## src/rtl/vga_timing_pkg.sv

```systemverilog
// Shared constants for the VGA timing generator: 800x600 @ 60 Hz defaults,
// derived totals/sync windows, and the count width used on every axis.
package vga_timing_pkg;

  localparam int unsigned CountW = 11;
  // Totals are formed at 12 bits so a 2047-wide axis cannot overflow.
  localparam int unsigned TotalW = 12;

  typedef logic [TotalW-1:0] total_t;

  localparam int unsigned HActiveDef = 800;
  localparam int unsigned HFpDef     = 40;
  localparam int unsigned HSyncDef   = 128;
  localparam int unsigned HBpDef     = 88;

  localparam int unsigned VActiveDef = 600;
  localparam int unsigned VFpDef     = 1;
  localparam int unsigned VSyncDef   = 4;
  localparam int unsigned VBpDef     = 23;

  localparam int unsigned HTotalDef     = HActiveDef + HFpDef + HSyncDef + HBpDef;
  localparam int unsigned HSyncStartDef = HActiveDef + HFpDef;
  localparam int unsigned HSyncEndDef   = HActiveDef + HFpDef + HSyncDef;

  localparam int unsigned VTotalDef     = VActiveDef + VFpDef + VSyncDef + VBpDef;
  localparam int unsigned VSyncStartDef = VActiveDef + VFpDef;
  localparam int unsigned VSyncEndDef   = VActiveDef + VFpDef + VSyncDef;

  function automatic total_t axis_total(input int unsigned active, input int unsigned fp,
                                        input int unsigned sync, input int unsigned bp);
    return total_t'(active + fp + sync + bp);
  endfunction

endpackage

```

## src/rtl/vga_axis_counter.sv

```systemverilog
// One raster axis: a wrapping counter with registered blank and sync flags
// derived from the next-state count, so flags and count stay co-registered.
module vga_axis_counter
  import vga_timing_pkg::*;
#(
  parameter int unsigned ACTIVE = HActiveDef,
  parameter int unsigned FP     = HFpDef,
  parameter int unsigned SYNC   = HSyncDef,
  parameter int unsigned BP     = HBpDef,
  parameter logic        POL    = 1'b1
) (
  input  logic              clk,
  input  logic              rst,
  input  logic              adv,
  output logic [CountW-1:0] count,
  output logic              blnk,
  output logic              sync,
  output logic              wrap
);

  localparam total_t Total     = axis_total(ACTIVE, FP, SYNC, BP);
  localparam total_t Last      = Total - total_t'(1);
  localparam total_t Active    = total_t'(ACTIVE);
  localparam total_t SyncStart = total_t'(ACTIVE + FP);
  localparam total_t SyncEnd   = total_t'(ACTIVE + FP + SYNC);

  logic [CountW-1:0] count_q, count_d;
  logic              blnk_q, blnk_d;
  logic              sync_q, sync_d;
  logic              at_last;
  total_t            count_ext_d;

  // Next count and the flags that will describe it once registered.
  always_comb begin
    at_last     = ({1'b0, count_q} == Last);
    wrap        = adv & at_last;
    count_d     = count_q;
    if (adv) begin
      count_d = at_last ? '0 : count_q + CountW'(1);
    end
    count_ext_d = {1'b0, count_d};
    blnk_d      = (count_ext_d >= Active);
    sync_d      = ((count_ext_d >= SyncStart) && (count_ext_d < SyncEnd)) ? POL : ~POL;
  end

  // Axis state; reset puts the sync line at its inactive level.
  always_ff @(posedge clk or posedge rst) begin
    if (rst) begin
      count_q <= '0;
      blnk_q  <= 1'b0;
      sync_q  <= ~POL;
    end else begin
      count_q <= count_d;
      blnk_q  <= blnk_d;
      sync_q  <= sync_d;
    end
  end

  assign count = count_q;
  assign blnk  = blnk_q;
  assign sync  = sync_q;

endmodule

```

## src/rtl/vga_timing_gen.sv

```systemverilog
// Free-running VGA raster timing source (default 800x600 @ 60 Hz, 40 MHz).
// Optional frame tick/counter ports exist only when VGA_TIMING_FRAME_CNT_EN
// is defined; counter and sync behaviour is identical either way.
module vga_timing_gen
  import vga_timing_pkg::*;
#(
  parameter int unsigned H_ACTIVE  = HActiveDef,
  parameter int unsigned H_FP      = HFpDef,
  parameter int unsigned H_SYNC    = HSyncDef,
  parameter int unsigned H_BP      = HBpDef,
  parameter int unsigned V_ACTIVE  = VActiveDef,
  parameter int unsigned V_FP      = VFpDef,
  parameter int unsigned V_SYNC    = VSyncDef,
  parameter int unsigned V_BP      = VBpDef,
  parameter logic        HSYNC_POL = 1'b1,
  parameter logic        VSYNC_POL = 1'b1
) (
  input  logic              clk,
  input  logic              rst,
  output logic [CountW-1:0] hcount_out,
  output logic              hsync_out,
  output logic              hblnk_out,
  output logic [CountW-1:0] vcount_out,
  output logic              vsync_out,
  output logic              vblnk_out
`ifdef VGA_TIMING_FRAME_CNT_EN
  ,
  output logic              frame_tick,
  output logic [15:0]       frame_cnt
`endif
);

  logic h_wrap;
  logic v_wrap;

  vga_axis_counter #(
    .ACTIVE (H_ACTIVE),
    .FP     (H_FP),
    .SYNC   (H_SYNC),
    .BP     (H_BP),
    .POL    (HSYNC_POL)
  ) u_h_axis (
    .clk   (clk),
    .rst   (rst),
    .adv   (1'b1),
    .count (hcount_out),
    .blnk  (hblnk_out),
    .sync  (hsync_out),
    .wrap  (h_wrap)
  );

  // Vertical axis steps only on the cycle the horizontal axis wraps.
  vga_axis_counter #(
    .ACTIVE (V_ACTIVE),
    .FP     (V_FP),
    .SYNC   (V_SYNC),
    .BP     (V_BP),
    .POL    (VSYNC_POL)
  ) u_v_axis (
    .clk   (clk),
    .rst   (rst),
    .adv   (h_wrap),
    .count (vcount_out),
    .blnk  (vblnk_out),
    .sync  (vsync_out),
    .wrap  (v_wrap)
  );

`ifdef VGA_TIMING_FRAME_CNT_EN
  logic        frame_tick_q;
  logic [15:0] frame_cnt_q;

  // v_wrap means the next state is (0,0), so the registered tick lines up
  // with the outputs showing (0,0); the post-reset (0,0) never sees it.
  always_ff @(posedge clk or posedge rst) begin
    if (rst) begin
      frame_tick_q <= 1'b0;
      frame_cnt_q  <= '0;
    end else begin
      frame_tick_q <= v_wrap;
      if (v_wrap) begin
        frame_cnt_q <= frame_cnt_q + 16'd1;
      end
    end
  end

  assign frame_tick = frame_tick_q;
  assign frame_cnt  = frame_cnt_q;
`else
  logic unused_v_wrap;
  assign unused_v_wrap = v_wrap;
`endif

endmodule

```

## config.mk

```make
export PLATFORM = sky130hd
export DESIGN_NAME = vga_timing_gen
export DESIGN_NICKNAME = d
export VERILOG_FILES = /design/src/rtl/vga_timing_pkg.sv /design/src/rtl/vga_axis_counter.sv /design/src/rtl/vga_timing_gen.sv
export SDC_FILE = /design/constraint.sdc
export NUM_CORES = 1
export LEC_CHECK = 0
export BUFFER_PORTS_ARGS = -buffer_cell sky130_fd_sc_hd__buf_2
export CELL_PAD_IN_SITES_DETAIL_PLACEMENT = 1
export CELL_PAD_IN_SITES_GLOBAL_PLACEMENT = 2
export CORE_MARGIN = 10
export CORE_UTILIZATION = 30
export DETAILED_ROUTE_END_ITERATION = 10
export GPL_TIMING_DRIVEN = 0
export PLACE_DENSITY_LB_ADDON = 0.1
export SYNTH_ARGS = -nofsm -noshare
export SYNTH_HDL_FRONTEND = slang
export SYNTH_SLANG_ARGS = --single-unit
```

## constraint.sdc

```tcl
create_clock -name clk -period 3 [get_ports clk]
set_clock_uncertainty 0.15 [all_clocks]
set_input_delay 0.6 -clock clk [delete_from_list [all_inputs] [get_ports clk]]
set_output_delay 0.6 -clock clk [all_outputs]
set_load 0.01 [all_outputs]
```

**Word-level counts from Yosys, hierarchy flattened**

Index checks and enable logic that the tools add are counted.

- Output and inout bits: 26
- Register bits: 26
- Logic and storage cells: 23

- Reduce and logical (&&, ||, !) cells: 2
- Mux-type cells: 5
- Equality and inequality tests: 2
- $lt $le $gt $ge: 6
- $add $sub $neg: 2

Operators with widths:

| operator | number |
|---|---|
| 11-bit by 10-bit >= comparator with 1-bit output, second input constant | 4 |
| 11-bit two-way mux | 3 |
| 11-bit by 1-bit adder with 11-bit output, second input constant | 2 |
| 11-bit by 10-bit < comparator with 1-bit output, second input constant | 2 |
| 11-bit by 10-bit equality test with 1-bit output, second input constant | 1 |
| 11-bit equality test, second input constant | 1 |
| 1-bit logical AND | 2 |
| 1-bit two-way mux | 2 |

**Depth between registers and ports, before layout**

Gate-level depths: netlist (run 1).

- Word-level depth: 6
- Depth in mapped cells: 9

**Cells and area by module**

From an unflattened synthesis (run 1), not the netlist that was laid out.

- Cells, all modules: 175
- Area total of the unflattened synthesis: 1,630.3 um^2

Modules (own cells, without submodules):

| module | sequential area each (um^2) | cells each | times used | area an instance (um^2) |
|---|---|---|---|---|
| vga_axis_counter at u_v_axis | 325.3 | 92 | 1 | 827.0 |
| vga_axis_counter at u_h_axis | 325.3 | 82 | 1 | 799.5 |
| vga_timing_gen | 0.0 | 1 | 1 | 3.8 |

**Worst setup path before layout (run 1)**

OpenSTA, ideal clock, no wires.

- Path kind: register to register
- Start: reg u_h_axis.count_q[0], in the netlist u_h_axis.count[0]
- End: reg u_v_axis.sync_q, in the netlist u_v_axis.sync
- Data arrival time: 2,218 ps
- Path slack: 521 ps
- Setup time: 111 ps
- Required time: 2,739 ps
- Cell stages (with the launch flop): 9
- Buffers on the path: 1
- Cells stage by stage: dfrtp_1 -> ha_1 -> and4_1 -> nand3_1 -> clkbuf_1 -> nor4_1 -> xnor2_1 -> nand4_1 -> a2111oi_2

- Cells in the longest elaborated chain, start to end: 5
- Elaborated cells on any way between the ends: 6
- Classes of those cells: order compare (2); eq/ne (1); mux (2); reduce/logical (1)

Ends and longest elaborated chain:

| what | RTL line | RTL |
|---|---|---|
| from (decl) | vga_axis_counter.sv:27 | `logic [CountW-1:0] count_q, count_d;` |
| from (signal assigned) | vga_axis_counter.sv:53 | `count_q <= count_d;` |
| 11-bit equality test * | vga_axis_counter.sv:35 | `at_last = ({1'b0, count_q} == Last);` |
| 11-bit two-way mux * | vga_axis_counter.sv:38 | `if (adv) begin` |
| 11-bit by 10-bit >= comparator with 1-bit output / 11-bit by 10-bit < comparator with 1-bit output (equally long branches) | vga_axis_counter.sv:43 | `sync_d = ((count_ext_d >= SyncStart) && (count_ext_d < SyncEnd)) ? POL : ~POL;` |
| 1-bit logical AND * | vga_axis_counter.sv:43 |  |
| 1-bit two-way mux * | vga_axis_counter.sv:43 |  |
| net u_v_axis.sync_d | vga_axis_counter.sv:29 | `logic sync_q, sync_d;` |
| to (signal assigned) | vga_axis_counter.sv:51 | `sync_q <= ~POL;` |
| to (signal assigned) | vga_axis_counter.sv:55 | `sync_q <= sync_d;` |
| to (decl) | vga_axis_counter.sv:29 |  |

Mark *: on every way through the listed nets, which the timed path passes. The rest lies on a longest branch.

**Worst setup path in the final report (run 1)**

Ends and elaborated chain as after synthesis.

==> flow_summary.toml, run 1 <==
[finish]
drive_above_1_share = 0.218
fin_util = 0.373
diodes = 0
area.growth.synth_to_final_pct = 18.9
fin_nets = 198
nFillCells = 588
design_area_mm2 = 0.00180

[timing]
min_period_over_period = 0.894
maxSlewViolCount = 0
setup_viol = 0
hold_violations = 0
worst_pin_slew_ns = 1.08
fmax_ghz = 0.373
slew_headroom = 0.280
period_minus_slack_ns = 2.68
whs_ns = 0.393

[critical_path]
worstPathCellList = "ha_1, and4_2, nand3_1, buf_2, nor4_2, xnor2_1, nand4_1, a2111oi_2"
worst-endpoint-arrival_ns = 2.71
crit_type = "flop to flop"
critPathTopFamily = "simple AND/OR/NAND/NOR gates"
cp-start-kind = "flop"
slowest_delay_ns = 0.44
crit_slowest_cell = "dfrtp_1"
crit_required_ns = 3.03
end_kind = "flop"
worstSetupPathDepth = 8
crit_fanout = 10
worstRegToRegCells = 8
crit_buf_inv = 1

[floorplanning]
io_pins = 28
core_area_mm2 = 0.00482
num_rows = 25
fp.dieH_um = 91.0
start_util = 0.314
die_x_um = 91.0
dieArea_mm2 = 0.00828

[placement]
place.port_buffers = 27
placed_area_mm2 = 0.00173
gp_congestion = 0.780
dp_hpwl_mm = 3.35

[flow_run]
max_cap_violations = 0

[drt]
wl_per_cell_um = 17.0
ant_nets = 0
drc_errors = 0
viasPerCell = 5.15
dr.pass1.iters = 4
drt-initial-drc-count = 38
vias = 1339
wl_mm = 4.41

[clock_network]
cts_setup_buffers = 0
cts.htree.levels = 1
cts-root-buf = "clkbuf_8"
cts_resized = 0
clk_pin_slew_ns = 0.10
clkSinkCount = 26
holdBufCountCts = 0
clockBufferDepth = 2
cts_tree = "yes"
worstSkewPairLatency_ns = 0.28
numCtsBuffers = 3

[min_path]
hold_class = "flop to flop"
hold_depth = 1

[synth]
synthesis.nets = 166
synth_ff_type = "dfrtp_1"
ys_seq_elements = 26
netlist.area_leader.share = 0.430
synth.distinct_cells = 40
synthesis.yosys.warnings = 0
syn_area_mm2 = 0.00151
synth-edff-count = 0
synthCells = 162
yosysMostFrequentCell = "dfrtp_1"
avgSynthCellArea_um2 = 9.33
ys_seq_area_frac = 0.430
synth_area_leaders = "dfrtp_1 (43%), xnor2_1 (5.8%), nand2_1 (4.0%)"
yosysTopAreaCell = "dfrtp_1"
synth_common_cells = "dfrtp_1 (26), nand2_1 (16), nor2_1 (15)"
postSynth.asyncResetShare = 1.00

[global_routing]
grt_pass1_wl_mm = 7.53
grt_overflow = 0
gr-usage-all-layers = 0.109
grt_max_degree = 27
grt_pass1_vias = 1442
antenna_found_initial = 0

[pwr]
p_leak_nw = 0.852
vdd_drop_max_uv = 190
p_per_area_mw_per_mm2 = 332
p_total_mw = 0.596

[status]
status = "finished, final reports clean"
-- sequential cells by signal (all words and copies together) (netlist names) --
register	count
u_h_axis.blnk	1
u_v_axis.count	11
u_h_axis.count	11
u_v_axis.sync	1
u_v_axis.blnk	1
u_h_axis.sync	1
-- where the power goes --
group | leakage, nW | internal (mW) | total (mW) | switching (mW)
logic | 0.474 | 0.000518 | 0.00786 | 0.00734
clock network | 0.0288 | 0.118 | 0.238 | 0.120
registers | 0.349 | 0.350 | 0.350 | 0
-- area by class of cell --
| type | instances | area [um2] | share of cell area |
|---|---|---|---|
| buffer | 6 | 33.8 | 0.0188 |
| inverter | 9 | 33.8 | 0.0188 |
| clock buffer | 4 | 55.1 | 0.0306 |
| timing repair buffer | 27 | 135 | 0.0752 |
| sequential | 26 | 651 | 0.362 |
| tap | 67 | 83.8 | 0.0467 |
| multi-input combinational | 121 | 805 | 0.448 |
-- worst reg2reg max path, stage by stage (launching register included) --
cell       delay [ns]
dfrtp_1          0.44
ha_1             0.26
and4_2           0.33
nand3_1          0.14
buf_2            0.24
nor4_2           0.32
xnor2_1          0.22
nand4_1          0.16
a2111oi_2        0.33
-- layout by cell type, fill, tap and decap left out, types with 2 or more instances in the layout --
master,count
nor2b_1,3
a31oi_1,3
a21oi_1,9
clkbuf_8,4
xor2_1,6
nor3_1,3
xnor2_1,10
nand3_1,6
buf_2,28
a311oi_1,2
o21ai_0,4
clkbuf_2,2
nand4_1,8
dfrtp_1,26
and3_1,6
clkbuf_1,2
nand2_1,16
o21ai_1,4
mux2i_1,2
ha_1,2
inv_1,9
nor2_1,15
-- stage by stage --
stage	setup TNS [ns]	cells	worst slack (ns)
2_1_floorplan	0	162	0.521
3_3_place_gp	0	256	0.146
3_5_place_dp	0	256	0.0782
4_1_cts	0	260	0.0652
5_1_grt	-0.000134	260	-0.000134
6_report	0	260	0.317
-- metal layers --
| layer | wire, um | share of wire | global-route usage |
|---|---|---|---|
| met2 | 2070 | 0.47 | 0.172 |
| met1 | 2190 | 0.50 | 0.147 |
| met3 | 128 | 0.029 | 0.0198 |
| met4 | 23 | 0.0052 | 0.0313 |
| met5 | 0 | 0 | 0 |
-- cell families (layout without fill, tap and decap cells) --
kind of cell / after synthesis / count (layout) / synth area share
and+or+nand+nor: 71 / 71 / 0.264
AOI/OAI and AO/OA: 30 / 30 / 0.141
DFF: 26 / 26 / 0.430
xor gates and xnor gates: 16 / 16 / 0.0927
buffers and inverters: 15 / 46 / 0.0422
adders and majority gates: 2 / 2 / 0.0166
muxes: 2 / 2 / 0.0132
-- final timing paths --
kind,end,slack (ns),startpoint
hold reg to reg,u_h_axis.count[0]$_DFF_PP0_,0.39,u_h_axis.count[0]$_DFF_PP0_
setup reg to reg,u_v_axis.sync$_DFF_PP0_,0.32,u_h_axis.count[0]$_DFF_PP0_
min in group asynchronous,u_v_axis.count[0]$_DFF_PP0_,0.42,rst
setup / recovery,u_v_axis.sync$_DFF_PP0_,0.32,u_h_axis.count[0]$_DFF_PP0_
hold / removal,u_h_axis.count[0]$_DFF_PP0_,0.39,u_h_axis.count[0]$_DFF_PP0_
max in group asynchronous,u_h_axis.count[10]$_DFF_PP0_,1.62,rst
Note: power is estimated with default switching activity, not from simulation.
==> run 2: changes to the inputs <==
- clock period: 3 -> 3.3 ns (I/O delays scaled with it)
==> run 2 against run 1 <==
Power decreased by 9.2%. Setup slack improved by 0.077 ns. Via count decreased by 1.8%. Core utilization decreased by 0.23 points. Routed wire length decreased by 0.77%. Cell count unchanged. Critical endpoint unchanged. Combinational power decreased by 9.2%. Sequential power decreased by 9.1%. Non-clock buffer count unchanged. Largest power group unchanged.
==> flow_summary.toml, run 2 (synthesis gave the netlist of run 1 again) <==
[critical_path]
crit_required_ns = 3.33
reg2reg_from = "u_h_axis.count[0]$_DFF_PP0_"
crit_slowest_cell = "dfrtp_1"
crit_fanout = 10
worstPathCellList = "ha_1, and4_1, nand3_1, clkbuf_1, nor4_1, xnor2_1, nand4_1, a2111oi_2"
end_kind = "flop"
slowest_delay_ns = 0.44
crit_type = "flop to flop"
timing.critical_path.from = "u_h_axis.count[0]$_DFF_PP0_"
cp-start-kind = "flop"
worst-endpoint-arrival_ns = 2.93

[floorplanning]
dieArea_mm2 = 0.00828
start_util = 0.314
die_x_um = 91.0
core_area_mm2 = 0.00482
num_rows = 25
fp.dieH_um = 91.0
io_pins = 28

[timing]
setup_viol = 0
rsz0062_at_grt = "false"
worst_pin_slew_ns = 1.08
slew_headroom = 0.280
maxSlewViolCount = 0
hold_violations = 0
fmax_ghz = 0.344
period_minus_slack_ns = 2.91
whs_ns = 0.393
finalSetupTns_ns = 0
min_period_over_period = 0.880

[global_routing]
grt_pass1_wl_mm = 7.53
grt_overflow = 0
antenna_found_initial = 0
grt_pass1_vias = 1442
grt_max_degree = 27
gr-usage-all-layers = 0.109

[clock_network]
clockBufferDepth = 2
cts_resized = 0
cts-root-buf = "clkbuf_8"
cts_tree = "yes"
clkSinkCount = 26
cts.htree.levels = 1
holdBufCountCts = 0
worstSkewPairLatency_ns = 0.27
numCtsBuffers = 3
cts_setup_buffers = 0
clk_pin_slew_ns = 0.10

[min_path]
hold_class = "flop to flop"
hold_start = "u_h_axis.count[0]$_DFF_PP0_"

[placement]
dp_hpwl_mm = 3.35
gp_congestion = 0.780
place.port_buffers = 27

[drt]
wl_per_cell_um = 16.8
viasPerCell = 5.06
ant_nets = 0
drt-initial-drc-count = 38
dr.pass1.iters = 4
vias = 1315
wl_mm = 4.38
drc_errors = 0

[finish]
layout_commonest_cell = "buf_2"
fin_util = 0.371
fin_nets = 198
diodes = 0
final_cell_mix = "buf_2 (27), dfrtp_1 (26), nand2_1 (16)"
drive_above_1_share = 0.192
area.growth.synth_to_final_pct = 18.1
nFillCells = 583

[pwr]
switchingPower_mw = 0.115
seqPwrFrac = 0.588
pwr-share-clk = 0.398
p_per_area_mw_per_mm2 = 303
p_int_mw = 0.426
power_frac_comb = 0.013
vdd_drop_max_uv = 172
p_leak_nw = 0.844
switching_share = 0.213

[status]
status = "finished, final reports clean"

[flow_run]
max_cap_violations = 0
## run 2: worst max-delay path, delay by kind of cell (launching register included)
kind | cells | cell delay [ns]
XOR/XNOR | 1 | 0.23
adder cells (fa/ha/maj) | 1 | 0.26
AO/OA/AOI/OAI | 1 | 0.33
flip-flops | 1 | 0.44
AND/OR/NAND/NOR | 4 | 1.10
buffers and inverters | 1 | 0.29
## run 2: stage by stage
stage	total power, mW	instance area (um2)	instances	setup WS [ns]
after floorplan	0.329	1510	162	0.821
after global placement	0.332	1730	256	0.446
after detailed placement	0.332	1730	256	0.378
after CTS	0.548	1790	260	0.365
after global routing	0.561	1790	260	0.0972
final	0.541	1790	260	0.395
## run 2: power by group through the flow
stage / Sequential (mW) / Combinational (mW) / Clock, mW
finish: 0.318 / 0.00714 / 0.215
global route: 0.318 / 0.00879 / 0.233
CTS: 0.318 / 0.00778 / 0.222
detailed placement: 0.325 / 0.00782 / 0
global placement: 0.325 / 0.00744 / 0
floorplan: 0.325 / 0.00473 / 0
## run 2: worst paths after layout
path / end / slack [ns] / depth (start not counted)
min reg2reg: u_h_axis.count[0]$_DFF_PP0_ / 0.39 / 1
max in group asynchronous: u_h_axis.count[10]$_DFF_PP0_ / 1.86 / 2
max reg2reg: u_v_axis.sync$_DFF_PP0_ / 0.39 / 8
min in group asynchronous: u_v_axis.count[0]$_DFF_PP0_ / 0.48 / 2
min: u_h_axis.count[0]$_DFF_PP0_ / 0.39 / 1
max: u_v_axis.sync$_DFF_PP0_ / 0.39 / 8
## run 2: final cells by class
class | count | area, um2 | share of cell area
buffer | 6 | 30.0 | 0.0168
clock buffer | 4 | 55.1 | 0.0308
inverter | 9 | 33.8 | 0.0189
multi-input combinational | 121 | 797 | 0.446
sequential | 26 | 651 | 0.364
tap | 67 | 83.8 | 0.0470
timing repair buffer | 27 | 135 | 0.0757
## run 2: per-layer routing
metal	up-vias	wire length [um]	track usage
met5	-	0	0
met4	0	23	0.0313
met3	2	123	0.0198
met2	13	2040	0.172
met1	659	2190	0.147
li1	641	-	-
